File: config.mk
export PLATFORM = sky130hd
export DESIGN_NAME = mult_div_seq
export DESIGN_NICKNAME = d
export VERILOG_FILES = /design/src/rtl/mult_div_pkg.sv /design/src/rtl/mult_div_signfix.sv /design/src/rtl/mult_div_seq.sv
export SDC_FILE = /design/constraint.sdc
export NUM_CORES = 1
export LEC_CHECK = 0
export ABC_AREA = 0
export BUFFER_PORTS_ARGS = -buffer_cell sky130_fd_sc_hd__buf_2
export CAP_MARGIN = 0
export CORE_UTILIZATION = 50
export CTS_BUF_LIST = sky130_fd_sc_hd__clkbuf_16
export DETAILED_ROUTE_END_ITERATION = 16
export PLACE_DENSITY = 0.71
export SLEW_MARGIN = 10
export SYNTH_ARGS = -nofsm -noshare
export SYNTH_HDL_FRONTEND = slang
export SYNTH_HIERARCHICAL = 1
export SYNTH_SLANG_ARGS = --single-unit
export TNS_END_PERCENT = 50
File: constraint.sdc
create_clock -name clk -period 3.22 [get_ports clk]
set_clock_uncertainty 0.05 [all_clocks]
set_input_delay 0.644 -clock clk [delete_from_list [all_inputs] [get_ports clk]]
set_output_delay 0.644 -clock clk [all_outputs]
set_load 0.01 [all_outputs]
File: src/rtl/mult_div_pkg.sv
// ============================================================================
// Module   : mult_div_pkg
// Purpose  : Shared encodings and helpers for the sequential multiply/divide unit.
// Revision : 1.0
// ============================================================================
`default_nettype none

package mult_div_pkg;

    localparam logic OP_MULT = 1'b0;
    localparam logic OP_DIV  = 1'b1;

    typedef enum logic [1:0] {
        IDLE = 2'd0,
        PREP = 2'd1,
        RUN  = 2'd2,
        FIX  = 2'd3
    } state_t;

    // Counter must hold WIDTH-1 with one bit of headroom.
    function automatic int cnt_width(input int width);
        return $clog2(width) + 1;
    endfunction

endpackage

`default_nettype wire

File: src/rtl/mult_div_signfix.sv
// ============================================================================
// Module   : mult_div_signfix
// Purpose  : Conditional two's-complement negate (magnitude / sign restore).
// Revision : 1.0
// ============================================================================
`default_nettype none

module mult_div_signfix #(
    parameter int WIDTH = 32
) (
    input  logic [WIDTH-1:0] value,
    input  logic             negate,
    output logic [WIDTH-1:0] result
);

    // Wraps modulo 2^WIDTH, so the most negative value maps to itself.
    assign result = negate ? (~value + WIDTH'(1)) : value;

endmodule

`default_nettype wire

File: src/rtl/mult_div_seq.sv
// ============================================================================
// Module   : mult_div_seq
// Purpose  : Sequential signed multiply (shift-add) / divide (restoring) with
//            HI/LO result registers and start/done handshake.
//            Define MULT_DIV_UNSIGNED_EN to honour is_unsigned (multu/divu).
// Revision : 1.0
// ============================================================================
`default_nettype none

module mult_div_seq
    import mult_div_pkg::*;
#(
    parameter int WIDTH = 32
) (
    input  logic             clk,
    input  logic             reset,
    input  logic             start,
    input  logic             op,
    input  logic             is_unsigned,
    input  logic [WIDTH-1:0] a,
    input  logic [WIDTH-1:0] b,
    output logic [WIDTH-1:0] hi,
    output logic [WIDTH-1:0] lo,
    output logic             busy,
    output logic             done,
    output logic             div_zero
);

    localparam int                 C_CNT_W = cnt_width(WIDTH);
    localparam logic [C_CNT_W-1:0] C_LAST  = C_CNT_W'(WIDTH - 1);

    state_t             r_state;
    state_t             w_next;
    logic               w_accept;
    logic               w_dz_hit;

    logic [WIDTH-1:0]   r_a;
    logic [WIDTH-1:0]   r_b;
    logic               r_op;
    logic               r_uns;
    logic               r_sa;
    logic               r_sb;
    logic [WIDTH-1:0]   r_hi_acc;
    logic [WIDTH-1:0]   r_lo_acc;
    logic [C_CNT_W-1:0] r_cnt;
    logic               r_dz_pend;
    logic               r_busy;
    logic               r_done;
    logic               r_dz;
    logic [WIDTH-1:0]   r_hi;
    logic [WIDTH-1:0]   r_lo;

    logic               w_uns_req;
    logic               w_signed;
    logic [WIDTH-1:0]   w_mag_a;
    logic [WIDTH-1:0]   w_mag_b;
    logic [WIDTH:0]     w_sum;
    logic [WIDTH:0]     w_shift;
    logic [WIDTH:0]     w_diff;
    logic [2*WIDTH-1:0] w_prod_fix;
    logic [WIDTH-1:0]   w_quo_fix;
    logic [WIDTH-1:0]   w_rem_fix;

`ifdef MULT_DIV_UNSIGNED_EN
    assign w_uns_req = is_unsigned;
`else
    logic w_unused_uns;
    assign w_unused_uns = is_unsigned;
    assign w_uns_req    = 1'b0;
`endif

    assign w_signed = ~r_uns;

    // ------------------------------------------------------------------
    // Sign handling helpers
    // ------------------------------------------------------------------
    mult_div_signfix #(.WIDTH(WIDTH)) u_mag_a (
        .value  (r_a),
        .negate (w_signed & r_a[WIDTH-1]),
        .result (w_mag_a)
    );

    mult_div_signfix #(.WIDTH(WIDTH)) u_mag_b (
        .value  (r_b),
        .negate (w_signed & r_b[WIDTH-1]),
        .result (w_mag_b)
    );

    mult_div_signfix #(.WIDTH(2*WIDTH)) u_fix_prod (
        .value  ({r_hi_acc, r_lo_acc}),
        .negate (r_sa ^ r_sb),
        .result (w_prod_fix)
    );

    mult_div_signfix #(.WIDTH(WIDTH)) u_fix_quo (
        .value  (r_lo_acc),
        .negate (r_sa ^ r_sb),
        .result (w_quo_fix)
    );

    mult_div_signfix #(.WIDTH(WIDTH)) u_fix_rem (
        .value  (r_hi_acc),
        .negate (r_sa),
        .result (w_rem_fix)
    );

    // ------------------------------------------------------------------
    // Iteration datapath
    // ------------------------------------------------------------------
    assign w_sum   = {1'b0, r_hi_acc} + (r_lo_acc[0] ? {1'b0, r_a} : '0);
    assign w_shift = {r_hi_acc, r_lo_acc[WIDTH-1]};
    assign w_diff  = w_shift - {1'b0, r_b};

    // ------------------------------------------------------------------
    // Control FSM
    // ------------------------------------------------------------------
    always_ff @(posedge clk) begin
        if (reset) begin
            r_state <= IDLE;
        end else begin
            r_state <= w_next;
        end
    end

    always_comb begin
        w_next   = r_state;
        w_accept = 1'b0;
        w_dz_hit = 1'b0;
        case (r_state)
            IDLE: begin
                // A pending divide-by-zero report still owns the unit.
                if (start && !r_dz_pend) begin
                    w_accept = 1'b1;
                    w_next   = PREP;
                end
            end
            PREP: begin
                if (r_op == OP_DIV && r_b == '0) begin
                    w_dz_hit = 1'b1;
                    w_next   = IDLE;
                end else begin
                    w_next = RUN;
                end
            end
            RUN: begin
                if (r_cnt == C_LAST) begin
                    w_next = FIX;
                end
            end
            FIX: begin
                w_next = IDLE;
            end
            default: begin
                w_next = IDLE;
            end
        endcase
    end

    always_ff @(posedge clk) begin
        if (reset) begin
            r_a       <= '0;
            r_b       <= '0;
            r_op      <= OP_MULT;
            r_uns     <= 1'b0;
            r_sa      <= 1'b0;
            r_sb      <= 1'b0;
            r_hi_acc  <= '0;
            r_lo_acc  <= '0;
            r_cnt     <= '0;
            r_dz_pend <= 1'b0;
            r_busy    <= 1'b0;
            r_done    <= 1'b0;
            r_dz      <= 1'b0;
            r_hi      <= '0;
            r_lo      <= '0;
        end else begin
            r_done    <= r_dz_pend;
            r_dz      <= r_dz_pend;
            r_dz_pend <= w_dz_hit;
            r_busy    <= (r_state != IDLE) || r_dz_pend;
            case (r_state)
                IDLE: begin
                    if (w_accept) begin
                        r_a   <= a;
                        r_b   <= b;
                        r_op  <= op;
                        r_uns <= w_uns_req;
                    end
                end
                PREP: begin
                    r_sa     <= w_signed & r_a[WIDTH-1];
                    r_sb     <= w_signed & r_b[WIDTH-1];
                    r_a      <= w_mag_a;
                    r_b      <= w_mag_b;
                    r_hi_acc <= '0;
                    r_lo_acc <= (r_op == OP_DIV) ? w_mag_a : w_mag_b;
                    r_cnt    <= '0;
                end
                RUN: begin
                    r_cnt <= r_cnt + C_CNT_W'(1);
                    if (r_op == OP_MULT) begin
                        r_hi_acc <= w_sum[WIDTH:1];
                        r_lo_acc <= {w_sum[0], r_lo_acc[WIDTH-1:1]};
                    end else begin
                        // Partial remainder always ends below the divisor, so W bits hold it.
                        r_hi_acc <= w_diff[WIDTH] ? w_shift[WIDTH-1:0] : w_diff[WIDTH-1:0];
                        r_lo_acc <= {r_lo_acc[WIDTH-2:0], ~w_diff[WIDTH]};
                    end
                end
                FIX: begin
                    r_done <= 1'b1;
                    if (r_op == OP_MULT) begin
                        {r_hi, r_lo} <= w_prod_fix;
                    end else begin
                        r_hi <= w_rem_fix;
                        r_lo <= w_quo_fix;
                    end
                end
                default: begin
                    r_cnt <= '0;
                end
            endcase
        end
    end

    assign hi       = r_hi;
    assign lo       = r_lo;
    assign busy     = r_busy;
    assign done     = r_done;
    assign div_zero = r_dz;

endmodule

`default_nettype wire

==> results.json <==
{
  "status": "completed",
  "dp_cells": 2838,
  "grt_usage": 0.322,
  "h-tree-depth": 1,
  "drt_iter0_drc": 1642,
  "avgSynthCellArea_sq_um": 8.42,
  "first_pass_iters": 5,
  "fp-row-count": 69,
  "ios": 136,
  "fp.dieH_microns": 192,
  "antenna_found_initial": 1,
  "grt_start_max_net_pins": 119,
  "portBuffers": 134,
  "ant_nets": 0,
  "synth-edff-count": 0,
  "min_from": "op",
  "grt_pass1_vias": 16800,
  "hold_buffers": 0,
  "overflow": 0,
  "synth_top_cell_area_share": 0.229,
  "clockBufferDepth": 3,
  "core_area_sq_mm": 0.0356,
  "start_util": 0.508,
  "crit_required_ps": 3610,
  "power.leakage_nw": 8.52,
  "p_per_area_mw_per_mm2": 546,
  "synthTopCellsByArea": "dfxtp_1, xnor2_1, mux2i_1",
  "ys_ff_latch": 207,
  "synth-seq-area-share": 0.229,
  "synthesis.area_sq_mm": 0.0181,
  "hold_end": "r_op",
  "num_vias": 18100,
  "setup_viol": 0,
  "utilization": 0.609,
  "syn-num-nets": 2293,
  "synth-main-ff-cell": "dfxtp_1",
  "viasPerCell": 6.27,
  "holdCritPathClass": "primary input to register",
  "diodes": 0,
  "clk_root_buffer_cell": "clkbuf_16",
  "final_cell_count_no_fill": 2885,
  "hold_path_depth": 3,
  "path_max_fanout": 7,
  "area_growth_pct": 19.8,
  "synthDistinctLibCells": 87,
  "relSlewSlack": 0.486,
  "end_kind": "register",
  "cts_made_buffers": 26,
  "wirelength_mm": 60.8,
  "cts.reportedPaths.clkPinSlew_ps": 60,
  "finalCritPeriodShare": 0.990,
  "grt_pass1_wl_mm": 93.0,
  "drv_slew": 0,
  "synth_common_cells": "nor2_1, xnor2_1, dfxtp_1",
  "numClockSinks": 207,
  "worst_slack_ps": 31.4,
  "drc": 0,
  "die_w_microns": 192,
  "async_flop_share": 0,
  "dpl_worst_slack_ps": -169,
  "nets": 2552,
  "r2r_slack_ps": 30,
  "hold_violations": 0,
  "clk_latency_ps": 550,
  "tightestPinTransition_ps": 765,
  "critPathKind": "register to register",
  "dieArea_sq_mm": 0.0369,
  "gp_congestion": 0.975,
  "layout-drive-gt1-share": 0.235,
  "r2r_end": "r_lo_acc[0]",
  "cts_tree": "yes",
  "wl_per_cell_microns": 21.1,
  "r2r_start": "r_b[13]",
  "syn_inst": 2148,
  "start_kind": "register",
  "reg2regPathDepth": 11,
  "fmax_ghz": 0.314,
  "yosysTopAreaCell": "dfxtp_1",
  "synth_most_common_cell": "nor2_1",
  "min_period_ps": 3190,
  "ir_drop_uv": 503,
  "crit_arrival_ps": 3580,
  "dp_hpwl_mm": 46.7,
  "ys_warn_count": 6,
  "drv_cap": 0
}
==> final cells by class <==
type	instances	area [sq um]
clock inverter	18	91.3
tap	461	577
fill	3155	13900
timing repair buffer	353	2430
inverter	68	255
multi-input combinational	1751	13500
clock buffer	27	676
sequential	207	4160
==> registers in the layout, summed over array words and instances, names as in the netlist, 6 cells and up, named ones only <==
| signal | count |
|---|---|
| r_cnt | 6 |
| hi | 32 |
| r_hi_acc | 32 |
| r_b | 32 |
| r_a | 32 |
| r_lo_acc | 32 |
| lo | 32 |
==> power by group <==
group          internal [mW]  switching [mW]  leakage [nW]
Combinational           2.49            3.49          6.45
Clock                   1.51            1.19         0.381
Sequential              2.85           0.297          1.69
==> worst max-delay path by stage <==
stage | startpoint | end | slack (ps) | depth (start not counted)
2_1_floorplan | r_lo_acc[0] | r_hi_acc[26] | 20 | 13
3_3_place_gp | r_lo_acc[0] | r_hi_acc[24] | -170 | 15
3_5_place_dp | r_lo_acc[0] | r_hi_acc[24] | -170 | 15
4_1_cts | r_b[22] | r_lo_acc[0] | 0.9 | 11
5_1_grt | r_b[13] | r_lo_acc[0] | -30 | 11
6_report | r_b[13] | r_lo_acc[0] | 30 | 11
==> layer usage <==
metal / routed length [microns] / track usage
met1: 26200 / 0.438
met2: 26900 / 0.512
met3: 4680 / 0.0380
met4: 2940 / 0.136
met5: 0 / 0
==> repair_timing <==
item | CTS | global route
endpoints found under the setup margin | 28 | 30
pin swaps | 6 | 14
gates resized for setup | 15 | 57
gates cloned | 0 | 0
buffers inserted | 1 | 1
==> through the flow <==
step / setup TNS [ps] / hold WS (ps) / total power [mW] / instance area [sq um]
final: 0 / 324 / 11.8 / 21700
after global routing: -45.1 / 341 / 12.4 / 21700
after CTS: 0 / 319 / 11.7 / 21400
after detailed placement: -879 / 402 / 8.95 / 20600
after global placement: -481 / 402 / 8.81 / 20600
after floorplan: 0 / 384 / 7.11 / 18100
==> placed cells by master (no fill, tap or decap), types with 9 or more instances in the layout <==
| cell | synthesis | routed |
|---|---|---|
| a211oi_1 | 135 | 133 |
| a21o_1 | 28 | 28 |
| a21oi_1 | 58 | 54 |
| a22oi_1 | 23 | 23 |
| and2_1 | 36 | 35 |
| and3_1 | 10 | 10 |
| buf_2 | 2 | 133 |
| buf_4 | 5 | 209 |
| clkbuf_16 | 0 | 27 |
| clkinv_1 | 0 | 9 |
| dfxtp_1 | 207 | 201 |
| ha_1 | 74 | 60 |
| ha_4 | 0 | 10 |
| inv_1 | 68 | 67 |
| mux2i_1 | 162 | 162 |
| mux4_2 | 32 | 32 |
| nand2_1 | 125 | 123 |
| nand2b_1 | 24 | 23 |
| nand3_1 | 27 | 27 |
| nand4_1 | 20 | 20 |
| nor2_1 | 252 | 250 |
| nor2b_1 | 10 | 10 |
| nor3_1 | 58 | 56 |
| nor4_1 | 21 | 20 |
| nor4_4 | 17 | 17 |
| o21a_1 | 15 | 15 |
| o21ai_0 | 96 | 86 |
| o21ai_1 | 20 | 26 |
| o31ai_1 | 59 | 58 |
| o41ai_1 | 28 | 28 |
| o41ai_2 | 20 | 20 |
| or2_2 | 14 | 14 |
| or3_1 | 15 | 15 |
| or4_1 | 9 | 9 |
| xnor2_1 | 217 | 217 |
| xor2_1 | 19 | 18 |
==> kinds of logic after synthesis <==
logic type	count (synthesis)	share of synthesized area
AOI/OAI and AO/OA	554	0.224
muxes	195	0.130
adders and majority gates	76	0.0534
and+or+nand+nor	690	0.207
buffers and inverters	190	0.0423
xor gates and xnor gates	236	0.114
DFF	207	0.229
==> worst max-delay path: stages, from the launching register on <==
cell	delay, ps
dfxtp_1	380
inv_1	60
ha_1	340
a21oi_1	200
o21ai_0	200
nor2_2	240
a211oi_4	100
or3_4	380
a21o_2	220
and2_4	230
mux4_2	470
o21a_1	180
(Power assumes the default switching activity.)
